`src/rtl/hazard_controller.sv`:
```
// Pipeline hazard controller: load-use stall, taken-branch squash and
// data-memory wait freeze with a timeout that raises a sticky error flag.
module hazard_controller #(
  parameter int TIMEOUT = 255,
  parameter int CNT_W   = 16
) (
  input  logic             clk_i,
  input  logic             rst_i,
  input  logic [4:0]       ID_Rs1_i,
  input  logic [4:0]       ID_Rs2_i,
  input  logic             ID_UseRs2_i,
  input  logic [4:0]       EX_Rd_i,
  input  logic             EX_MemRead_i,
  input  logic             Branch_Taken_i,
  input  logic             Mem_Req_i,
  input  logic             Mem_Ack_i,
  output logic             PCWrite_o,
  output logic             IFID_Write_o,
  output logic             IDEX_NoOp_o,
  output logic             IFID_Flush_o,
  output logic             Pipe_Freeze_o,
  output logic [1:0]       State_o,
  output logic [CNT_W-1:0] StallCnt_o,
  output logic             Err_o
);

  typedef enum logic [1:0] {
    RUN      = 2'd0,
    MEM_WAIT = 2'd1,
    ERR      = 2'd2
  } state_t;

  // The wait counter only has to reach TIMEOUT-1 before the error fires.
  localparam int WAIT_W = (TIMEOUT > 1) ? $clog2(TIMEOUT) : 1;
  localparam logic [WAIT_W-1:0] WAIT_LAST = WAIT_W'(TIMEOUT - 1);
  localparam logic [WAIT_W-1:0] WAIT_ONE  = WAIT_W'(1);
  localparam logic [CNT_W-1:0]  CNT_MAX   = '1;
  localparam logic [CNT_W-1:0]  CNT_ONE   = CNT_W'(1);

  state_t            state;
  logic [WAIT_W-1:0] wait_cnt;
  logic [CNT_W-1:0]  stall_cnt;
  logic              err;
  logic              freeze_c;
  logic              lu_c;
  logic              pc_write;
  logic              ifid_write;
  logic              idex_noop;
  logic              ifid_flush;

  // Control outputs are combinational so a stall takes effect in the same cycle.
  always_comb begin
    freeze_c = ((state == RUN) && Mem_Req_i && !Mem_Ack_i) ||
               ((state == MEM_WAIT) && !Mem_Ack_i);
    lu_c     = EX_MemRead_i && (EX_Rd_i != 5'd0) &&
               ((EX_Rd_i == ID_Rs1_i) || (ID_UseRs2_i && (EX_Rd_i == ID_Rs2_i)));
    // NOTE: every output gets a default first so no path leaves it unassigned (no latch).
    pc_write   = 1'b1;
    ifid_write = 1'b1;
    idex_noop  = 1'b0;
    ifid_flush = 1'b0;
    if (freeze_c) begin
      pc_write   = 1'b0;
      ifid_write = 1'b0;
    end else if (lu_c) begin
      pc_write   = 1'b0;
      ifid_write = 1'b0;
      idex_noop  = 1'b1;
    end else if (Branch_Taken_i) begin
      ifid_flush = 1'b1;
    end
  end

  // NOTE: state uses non-blocking assignments so every register samples pre-edge values.
  always_ff @(posedge clk_i or negedge rst_i) begin
    if (!rst_i) begin
      state     <= RUN;
      wait_cnt  <= '0;
      stall_cnt <= '0;
      err       <= 1'b0;
    end else begin
      if (!pc_write && (stall_cnt != CNT_MAX)) stall_cnt <= stall_cnt + CNT_ONE;
      case (state)
        RUN: begin
          if (Mem_Req_i && !Mem_Ack_i) begin
            state    <= MEM_WAIT;
            wait_cnt <= '0;
          end
        end
        MEM_WAIT: begin
          // An ack on the final allowed cycle still completes normally.
          if (Mem_Ack_i) begin
            state <= RUN;
          end else if (wait_cnt == WAIT_LAST) begin
            state <= ERR;
            err   <= 1'b1;
          end else begin
            wait_cnt <= wait_cnt + WAIT_ONE;
          end
        end
        ERR:     state <= RUN;
        default: state <= RUN;
      endcase
    end
  end

  assign PCWrite_o     = pc_write;
  assign IFID_Write_o  = ifid_write;
  assign IDEX_NoOp_o   = idex_noop;
  assign IFID_Flush_o  = ifid_flush;
  assign Pipe_Freeze_o = freeze_c;
  assign State_o       = state;
  assign StallCnt_o    = stall_cnt;
  assign Err_o         = err;

endmodule

```
`config.mk`:
```
export PLATFORM = sky130hd
export DESIGN_NAME = hazard_controller
export DESIGN_NICKNAME = d
export VERILOG_FILES = /design/src/rtl/hazard_controller.sv
export SDC_FILE = /design/constraint.sdc
export NUM_CORES = 1
export LEC_CHECK = 0
export ABC_AREA = 1
export CAP_MARGIN = 10
export CORE_MARGIN = 2
export CORE_UTILIZATION = 40
export DETAILED_ROUTE_END_ITERATION = 10
export GPL_TIMING_DRIVEN = 0
export PLACE_DENSITY = 0.77
export SLEW_MARGIN = 25
export SYNTH_ARGS = -nofsm -noshare
export SYNTH_HDL_FRONTEND = slang
export SYNTH_SLANG_ARGS = --single-unit
```
`constraint.sdc`:
```
create_clock -name clk_i -period 1.6 [get_ports clk_i]
set_input_delay 0.32 -clock clk_i [delete_from_list [all_inputs] [get_ports clk_i]]
set_output_delay 0.32 -clock clk_i [all_outputs]
set_load 0.05 [all_outputs]
```
Word level (Yosys, flattened, before mapping)

Index checks and enable logic that the tools add are counted.

Register bits after elaboration: 27
Input bits: 22
Output and inout bits: 24
Word-level logic and storage cells: 49

Add/subtract/negate cells: 2
Equal/unequal tests: 9
Mux-type cells: 15
Bitwise operators: 1
Reduce and logical (&&, ||, !) cells: 18

Operator list:

| kind                    | number |
|---|---|
| $mux W8                 | 3 |
| $add A16 B1 Y16 const B | 1 |
| $ne A16 B16 Y1 const B  | 1 |
| $pmux W8 S2             | 1 |
| $eq A5 B5 Y1            | 2 |
| $add A8 B1 Y8 const B   | 1 |
| $eq A8 B8 Y1 const B    | 1 |
| $logic_and A1 B1 Y1     | 8 |
| $mux W1                 | 7 |
| $mux W2                 | 3 |
| $reduce_bool A5 Y1      | 1 |
| $ne A2 B2 Y1 const B    | 2 |
| $pmux W2 S2             | 1 |
| $reduce_and A4 Y1       | 1 |
| $ne A3 B2 Y1 const B    | 1 |
| $reduce_and A3 Y1       | 1 |
| $eq A2 B1 Y1 const B    | 1 |
| $logic_not A1 Y1        | 2 |
| $logic_not A2 Y1        | 1 |
| $logic_or A1 B1 Y1      | 2 |
| $ne A2 B1 Y1 const B    | 1 |
| $reduce_and A2 Y1       | 1 |
| $reduce_bool A2 Y1      | 1 |
| $not A1 Y1              | 1 |

Logic depth before layout (Yosys ltp)

Gate-level depths: netlist of the first run.

Depth after elaboration: 8
Gate-level depth with buffers: 12
Gate-level depth less buffers: 11

Worst setup path before layout of the first run

OpenSTA, ideal clock, no wires.

Path kind: register -> output
From: reg state[0], in the netlist State_o[0]
To: out IFID_Flush_o
Arrival time: 2.365 ns
Required time: 1.280 ns
Path slack: -1.085 ns
Cell stages (with the launch flop): 9
Path buffers: 1
Cell sequence: dfrtp_1 > inv_2 > nor2_4 > nand2_1 > nand2_1 > inv_1 > nand2_2 > buf_4 > nor2_1

Cells in the longest elaborated chain, start to end: 5
Elaborated cells on any way between the ends: 7
Classes of those cells: 1 x eq/ne; 1 x mux; 5 x reduce/logical

Ends and longest elaborated chain:

| what                             | line | text |
|---|---|---|
| from (decl)                      | 40   | `state_t state;` |
| from (signal assigned)           | 77   | `state <= RUN;` |
| from (signal assigned)           | 86   | `state <= MEM_WAIT;` |
| from (signal assigned)           | 93   | `state <= RUN;` |
| $logic_not A2 Y1                 | 53   | `freeze_c = ((state == RUN) && Mem_Req_i && !Mem_Ack_i) \|\|` |
| $logic_and A1 B1 Y1 (2 in a row) | 53   |  |
| $logic_or A1 B1 Y1 *             | 53   |  |
| named net Pipe_Freeze_o          | 21   | `output logic Pipe_Freeze_o,` |
| $mux W1 *                        | 62   | `if (freeze_c) begin` |
| to (decl)                        | 20   | `output logic IFID_Flush_o,` |

Mark *: on every way through the listed nets, which the timed path passes. The rest lies on a longest branch.

Final worst setup path of the first run

From: reg state[1], in the netlist State_o[1]
To: out PCWrite_o

Cells in the longest elaborated chain, start to end: 5
Elaborated cells on any way between the ends: 7
Classes of those cells: 1 x eq/ne; 1 x mux; 5 x reduce/logical

Ends and longest elaborated chain:

| what                             | line | text |
|---|---|---|
| $logic_not A2 Y1                 | 53   |  |
| $logic_and A1 B1 Y1 (2 in a row) | 53   |  |
| $logic_or A1 B1 Y1 *             | 53   |  |
| $mux W1 *                        | 62   |  |
| to (decl)                        | 17   | `output logic PCWrite_o,` |

Mark *: on every way between the ends. The rest lies on a longest branch, timed or not.

==> impl_metrics.toml, run 1 <==
[power_and_ir_drop]
pwr_density_cell_mw_per_mm2 = 811
vdd_drop_max_mv = 0.621
leakage_nw = 1.47
total_power_mw = 2.32

[grt]
grt_max_degree = 28
grt_pass1_vias = 1871
grt_first_pass_wirelength_um = 7800
overflow = 0
grt_use_total = 0.182
antenna_found_initial = 0

[timing]
post-route-period-util = 1.20
slew_viol_final = 0
min_period_ns = 1.92
setup_violations = 18
max_freq_mhz = 521
relSlewSlack = 0.593
rsz0062_at_grt = "yes"
fin_worst_skew_ns = 0.00631
worstMarginPinSlew_ns = 0.610
fin_ws_ns = -0.319
final_hold_viol_count = 0

[cells_and_area]
finalNonFillerCells = 402
diodes = 0
final_nets = 376
final_common_cell = "nand2_1"
drive_above_1_share = 0.360
syn_to_final_growth_pct = 52.7
most-common-layout-cells = "83 x nand2_1, 30 x inv_1, 22 x buf_4, 21 x nand3_1, 20 x dfrtp_1"

[placement]
dp_hpwl_um = 3100
gp_congestion = 0.892
buffer_ports.inserted = 45
dp_cells = 372

[drt]
dr.pass1.iters = 4
drt_iter0_markers = 89
via_count = 1996
antenna_left = 0
vias_per_cell = 4.97
wl_per_cell_um = 12.3
route.detailed.drc = 0
wl_um = 4930

[critical_path]
critPathMaxStageDelay_ns = 0.47
cp_max_fo = 4
cp-startpoint = "State_o[1]"
crit_type = "reg -> out"
path_depth = 9
required_ns = 1.28
cp_top_family = "buffers and inverters"
crit_end = "PCWrite_o"
r2r_setup_slack_ns = -0.06
critPathBufInv = 5
cp_cell_sequence = "nor2_4 -> nand3_4 -> nand2_8 -> inv_4 -> nand2_4 -> buf_8 -> clkinvlp_4 -> buf_8 -> buf_8"
reg2regPathDepth = 10
crit_arrival_ns = 1.60
rr_endpoint = "StallCnt_o[7]"
cp_slowest_cell = "dfrtp_2"
r2r_start = "StallCnt_o[1]"
worstSetupEndpointType = "output pin"
start_kind = "flop"
cpMostUsedCell = "buf_8"

[floorplanning]
core-area_sq_mm = 0.00444
rows = 24
die_w_um = 72.5
die_area_sq_mm = 0.00525
io_pins = 46
die_y_um = 72.5
initial_core_util = 0.422

[clock_tree]
cts.sinks = 27
cts_tree = "done"
numCtsBuffers = 3
clk_path_buf_depth = 2
clk_latency_ns = 0.27
cts-root-buf = "clkbuf_8"
clkTransAtPathRegs_ns = 0.10
cts_hold_buf = 0
h-tree-depth = 1

[synthesis]
yosysUniqueCellTypes = 27
synth_seq_cells = 27
avgSynthCellArea_sq_um = 6.82
synth_warnings = 0
syn_nets = 300
yosysSeqAreaShare = 0.360
syn_inst = 275
netlist_area_sq_mm = 0.00188

[run_status]
violations = "negative setup slack"
status = "finished, violations left"

[hold_path]
hp-class = "in -> async"

[job]
maxCapViolations = 0
worst min path at each step:
stage          startpoint             end  cells after the start
6_report            rst_i      State_o[0]                      1
4_1_cts             rst_i  StallCnt_o[11]                      1
3_5_place_dp        rst_i           Err_o                      1
3_3_place_gp        Err_o           Err_o                      1
2_1_floorplan       rst_i           Err_o                      0
5_1_grt             rst_i  StallCnt_o[11]                      1
logic make-up (layout without fill, tap and decap cells):
group,after synthesis,after routing,synth area share
AO/OA/AOI/OAI,11,11,0.0387
XOR/XNOR,11,11,0.0514
adder cells (fa/ha/maj),3,3,0.0200
buffers and inverters,48,123,0.111
flip-flops,27,27,0.360
AND/OR/NAND/NOR,175,175,0.419
repair_timing:
item                       CTS  global route
cloned                       2             0
buffers inserted            15             9
gates resized for setup    103            57
setup endpoints to repair   37            39
pin swaps                   18            22
routing by layer:
metal / GRT usage / vias up / part of all wire
met2: 0.320 / 54 / 0.50
met3: 0.0264 / 8 / 0.049
met4: 0.0453 / 0 / 0.013
li1: - / 1008 / -
met5: 0 / - / 0
met1: 0.235 / 926 / 0.44
sequential cells by signal, summed over array words and instances, names as in the netlist:
name,count
StallCnt_o,16
wait_cnt,8
State_o,2
Err_o,1
synthesized netlist by cell type:
cell      count  share of area
nor4_1        1         0.0033
xor2_1        6          0.028
nand3_2       2          0.011
a31o_2        1         0.0047
buf_4         3          0.012
nor2_1       20          0.040
o21ai_1       7          0.019
inv_1        34          0.068
nor3_2        2          0.011
nand2_1      98           0.20
dfrtp_1      27           0.36
inv_2         8          0.016
ha_1          3          0.020
buf_2         1         0.0027
buf_6         2          0.012
nand2_2       2         0.0067
xnor2_1       5          0.023
nand4_2       1         0.0067
o21ai_4       1         0.0087
nor3_1        5          0.013
or2_2         3          0.010
o31ai_1       1         0.0040
nor2_4        2          0.012
nand3_1      32          0.085
nand4_1       6          0.020
o21ai_0       1         0.0027
nand3b_1      1         0.0040
per-stage QoR:
stage	hold slack [ns]	cell area [sq um]	setup TNS [ns]	setup slack (ns)	utilization
after floorplan	0.0244	1960	-2.99	-0.493	-
after global placement	0.452	2470	-16.30	-1.22	0.557
after detailed placement	0.376	2470	-9.83	-1.24	0.556
after CTS	0.0707	2700	-1.52	-0.323	0.608
after global routing	0.0985	2860	-3.27	-0.388	0.644
final	0.0469	2860	-1.46	-0.319	0.644
where the power goes:
group          leakage [nW]  internal (mW)  switching, mW  total, mW
Clock                0.0255          0.175          0.225      0.400
Combinational          1.09          0.430          0.616       1.05
Sequential            0.359          0.758          0.118      0.876
layout make-up:
cell class / instances / area (sq um)
fill: 355 / 1580
multi-input combinational: 200 / 1230
sequential: 27 / 684
timing repair buffer: 71 / 594
inverter: 42 / 166
buffer: 6 / 78.8
tap: 52 / 65.1
clock buffer: 3 / 41.3
clock inverter: 1 / 5.00
Power figures use the tool's default switching activity.
==> run 2: changes to the inputs <==
--- a/config.mk
+++ b/config.mk
@@ -14,2 +14,3 @@
 export PLACE_DENSITY = 0.77
+export REMOVE_ABC_BUFFERS = 1
 export SLEW_MARGIN = 25
==> constraint.sdc (replaced) <==
create_clock -name clk_i -period 1.6 [get_ports clk_i]
set_input_delay 0.16 -clock clk_i [delete_from_list [all_inputs] [get_ports clk_i]]
set_output_delay 0.16 -clock clk_i [all_outputs]
set_load 0.05 [all_outputs]
==> impl_metrics.toml, run 2 (synthesis results as in run 1) <==
[run_status]
status = "finished, violations left"
violations = "negative setup slack"

[clock_tree]
clk_latency_ns = 0.28
clkTransAtPathRegs_ns = 0.10
h-tree-depth = 1
cts_tree = "done"
cts-root-buf = "clkbuf_8"
numCtsBuffers = 3
clk_path_buf_depth = 2
cts.sinks = 27

[cells_and_area]
most-common-layout-cells = "87 x nand2_1, 31 x inv_1, 27 x nand3_1, 26 x dlygate4sd2_1, 25 x dfrtp_1"
syn_to_final_growth_pct = 50.0
largest_reg_flops = 16
diodes = 0
final_common_cell = "nand2_1"
final_nets = 371
drive_above_1_share = 0.261
finalNonFillerCells = 397

[timing]
fin_ws_ns = -0.112
setup_violations = 18
relSlewSlack = 0.596
rsz0062_at_grt = "yes"
worstMarginPinSlew_ns = 0.606
final_hold_viol_count = 0
fin_worst_skew_ns = 0.0138
fin_setup_tns_ns = -1.10
slew_viol_final = 0
max_freq_mhz = 584
min_period_ns = 1.71
post-route-period-util = 1.07

[job]
maxCapViolations = 0

[drt]
antenna_left = 0
dr.pass1.iters = 5
vias_per_cell = 4.91
drt_iter0_markers = 140
wl_per_cell_um = 12.5
route.detailed.drc = 0
wl_um = 4970
via_count = 1951

[grt]
grt_first_pass_wirelength_um = 7890
overflow = 0
antenna_found_initial = 0
grt_max_degree = 28
grt_pass1_vias = 1857
grt_use_total = 0.189

[critical_path]
cp_slowest_cell = "dfrtp_1"
cp_max_fo = 3
crit_arrival_ns = 1.88
crit_type = "reg -> reg"
cp_cell_sequence = "ha_4 -> nand2_4 -> nor2_4 -> buf_4 -> buf_6 -> nand2_2 -> nor2_4 -> nand3_2 -> nand2_2 -> inv_2 -> nand3_1 -> nand2_1"
cp_top_family = "simple AND/OR/NAND/NOR gates"
crit_end = "StallCnt_o[10]"
required_ns = 1.77
critPathBufInv = 3
r2r_start = "StallCnt_o[0]"
rr_endpoint = "StallCnt_o[10]"
start_kind = "flop"
critPathMaxStageDelay_ns = 0.42
cp-startpoint = "StallCnt_o[0]"
r2r_setup_slack_ns = -0.11
reg2regPathDepth = 12
worstSetupEndpointType = "flop"
path_depth = 12

[power_and_ir_drop]
pwr_density_cell_mw_per_mm2 = 809
leakage_nw = 1.53
vdd_drop_max_mv = 0.488

[floorplanning]
die_w_um = 72.5
die_y_um = 72.5
die_area_sq_mm = 0.00525
initial_core_util = 0.422
core-area_sq_mm = 0.00444
rows = 24
io_pins = 46

[placement]
buffer_ports.inserted = 45
dp_hpwl_um = 3120
gp_congestion = 0.825
dp_cells = 366

[hold_path]
hp-class = "in -> async"
## run 2: changes by cell type in the layout (fill, tap and decap cells not counted), moves of 5 or more
cell	delta
dfrtp_1	+5
clkdlybuf4s15_1	-6
dlymetal6s2s_1	+5
dfrtp_2	-5
buf_6	-6
clkbuf_2	-9
nand3_1	+6
dlygate4sd2_1	+12
## run 2: through the flow
stage               setup slack, ns  hold WS, ns  cell area, sq um  power (mW)   util
floorplan                    -0.938       -0.136              1830        1.35      -
global placement             -0.950        0.459              2340        1.61  0.527
detailed placement           -0.952        0.208              2340        1.62  0.526
CTS                          -0.123        0.445              2580        2.14  0.581
global route                 -0.182        0.495              2810        2.40  0.633
finish                       -0.112        0.409              2810        2.28  0.633
## run 2: routing by layer
metal,GRT usage,up-vias,part of all wire
li1,-,1004,-
met1,0.223,899,0.41
met2,0.357,39,0.54
met3,0.0319,9,0.042
met4,0.0432,0,0.015
met5,0,-,0
## run 2: worst min path at each step
stage	start	to	slack [ns]	cells past startpoint
3_3_place_gp	Err_o	Err_o	0.46	1
2_1_floorplan	rst_i	Err_o	-0.14	0
3_5_place_dp	rst_i	StallCnt_o[4]	0.21	1
6_report	rst_i	StallCnt_o[4]	0.41	2
4_1_cts	rst_i	StallCnt_o[4]	0.45	2
5_1_grt	rst_i	StallCnt_o[4]	0.49	2
## run 2: final cells by class
| class | count | area (sq um) |
|---|---|---|
| clock buffers | 4 | 45.0 |
| fillers | 386 | 1630 |
| inverters | 42 | 168 |
| multi-input cells | 203 | 1220 |
| flip-flops and latches | 27 | 678 |
| well taps | 52 | 65.1 |
| repair buffers | 69 | 641 |
## run 2: worst reg2reg max path, stage by stage, from the launching register on
cell and delay (ns):
dfrtp_1 0.42, ha_4 0.17, nand2_4 0.05, nor2_4 0.12
buf_4 0.13, buf_6 0.10, nand2_2 0.07, nor2_4 0.13
nand3_2 0.10, nand2_2 0.14, inv_2 0.04, nand3_1 0.07
nand2_1 0.06
## run 2: power breakdown
part           internal (mW)  switching [mW]  total, mW
clock                  0.179           0.219      0.398
sequential             0.750           0.108      0.858
combinational          0.400           0.620       1.02
## run 2: what timing repair did
| item | CTS | global route |
|---|---|---|
| hold endpoints to repair | 27 | 0 |
| buffers inserted | 14 | 9 |
| hold buffers | 1 | 0 |
| gates resized for setup | 83 | 44 |
| cloned | 3 | 0 |
| endpoints found under the setup margin | 40 | 30 |
| pin swaps | 11 | 19 |
==> run 3: changes to the inputs <==
- CORE_MARGIN: 2 -> 10
- SKIP_CTS_REPAIR_TIMING: unset -> 1
==> impl_metrics.toml, run 3 (synthesis results as in run 1) <==
[cells_and_area]
finalNonFillerCells = 403
most-common-layout-cells = "88 x nand2_1, 33 x dlymetal6s2s_1, 30 x inv_1, 24 x buf_4, 23 x dfrtp_1"
diodes = 0
final_nets = 377
nFillCells = 349
fin_area_sq_mm = 0.00298
final_common_cell = "nand2_1"
syn_to_final_growth_pct = 58.9
largest_reg_flops = 16
drive_above_1_share = 0.291

[timing]
fin_ws_ns = -0.185
slew_viol_final = 0
final_hold_viol_count = 0
rsz0062_at_grt = "yes"
post-route-period-util = 1.12
relSlewSlack = 0.576
fin_worst_skew_ns = 0.0118
setup_violations = 16
min_period_ns = 1.79
worstMarginPinSlew_ns = 0.637
max_freq_mhz = 560

[placement]
place_area_sq_mm = 0.00234
dp_hpwl_um = 3400
dp_cells = 366
gp_congestion = 0.833
buffer_ports.inserted = 45

[floorplanning]
io_pins = 46
die_w_um = 88.5
core-area_sq_mm = 0.00444
die_y_um = 88.5
initial_core_util = 0.422
die_area_sq_mm = 0.00783
rows = 24

[critical_path]
r2r_start = "StallCnt_o[1]"
reg2regPathDepth = 9
required_ns = 1.79
crit_arrival_ns = 1.97
r2r_setup_slack_ns = -0.19
crit_type = "reg -> reg"
start_kind = "flop"
worstSetupEndpointType = "flop"
cp_max_fo = 5
rr_endpoint = "StallCnt_o[4]"

[grt]
grt_first_pass_wirelength_um = 7110
antenna_found_initial = 0
grt_max_degree = 28
grt_pass1_vias = 1580
grt_use_total = 0.113
overflow = 0

[run_status]
status = "finished, violations left"
violations = "negative setup slack"

[clock_tree]
numCtsBuffers = 3
cts_tree = "done"
clk_path_buf_depth = 2
cts-root-buf = "clkbuf_8"
cts.sinks = 27
h-tree-depth = 1
clk_latency_ns = 0.29
clkTransAtPathRegs_ns = 0.11

[drt]
dr.pass1.iters = 4
via_count = 2003
vias_per_cell = 4.97
wl_per_cell_um = 13.6
wl_um = 5490
route.detailed.drc = 0
drt_iter0_markers = 98
antenna_left = 0

[power_and_ir_drop]
leakage_nw = 1.86
pwr_density_cell_mw_per_mm2 = 782
vdd_drop_max_mv = 0.631

[job]
maxCapViolations = 0

[hold_path]
hp-class = "in -> async"
-- run 3: layout make-up --
| type | count | area (sq um) | share of cell area |
|---|---|---|---|
| clock buffer | 3 | 41.3 | 0.0139 |
| clock inverter | 1 | 7.51 | 0.00252 |
| inverter | 42 | 168 | 0.0563 |
| multi-input combinational | 202 | 1220 | 0.409 |
| sequential | 27 | 681 | 0.228 |
| tap | 52 | 65.1 | 0.0218 |
| timing repair buffer | 76 | 798 | 0.268 |
-- run 3: per-stage QoR --
step | hold slack [ns] | TNS (ns) | util | setup slack [ns] | power, mW
floorplan | -0.136 | -16.75 | - | -0.938 | 1.35
global placement | 0.462 | -11.50 | 0.527 | -0.953 | 1.61
detailed placement | 0.204 | -10.63 | 0.526 | -0.965 | 1.63
CTS | -0.112 | -12.44 | 0.537 | -1.13 | 2.04
global route | 0.459 | -3.93 | 0.671 | -0.260 | 2.46
finish | 0.426 | -2.30 | 0.671 | -0.185 | 2.33
-- run 3: worst max-delay path by stage --
stage                             start              to  slack, ns
after detailed placement     EX_Rd_i[2]    IFID_Flush_o      -0.97
after global routing      StallCnt_o[1]  StallCnt_o[14]      -0.26
after CTS                    State_o[0]    IFID_Flush_o      -1.13
final                     StallCnt_o[1]   StallCnt_o[4]      -0.19
after floorplan              State_o[0]    IFID_Flush_o      -0.94
after global placement       EX_Rd_i[3]    IFID_Flush_o      -0.95
-- run 3: power by group --
group          internal, mW  switching, mW
clock network         0.178          0.237
logic                 0.438          0.610
registers             0.753          0.115
total                  1.37          0.962
-- run 3: critical path, stage by stage (launching register included) --
cell,delay (ns)
dfrtp_1,0.44
ha_4,0.18
nand2_4,0.05
nor2_4,0.15
nand3_4,0.10
nor3_4,0.26
nand3_4,0.20
buf_6,0.18
nand3_2,0.06
nand2_1,0.05
-- run 3: per-layer routing --
layer / global-route usage / vias up / wire [um]
met5: 0 / - / 0
li1: - / 1018 / -
met4: 0.0264 / 0 / 141
met3: 0.0313 / 17 / 257
met1: 0.126 / 917 / 2200
met2: 0.206 / 51 / 2890
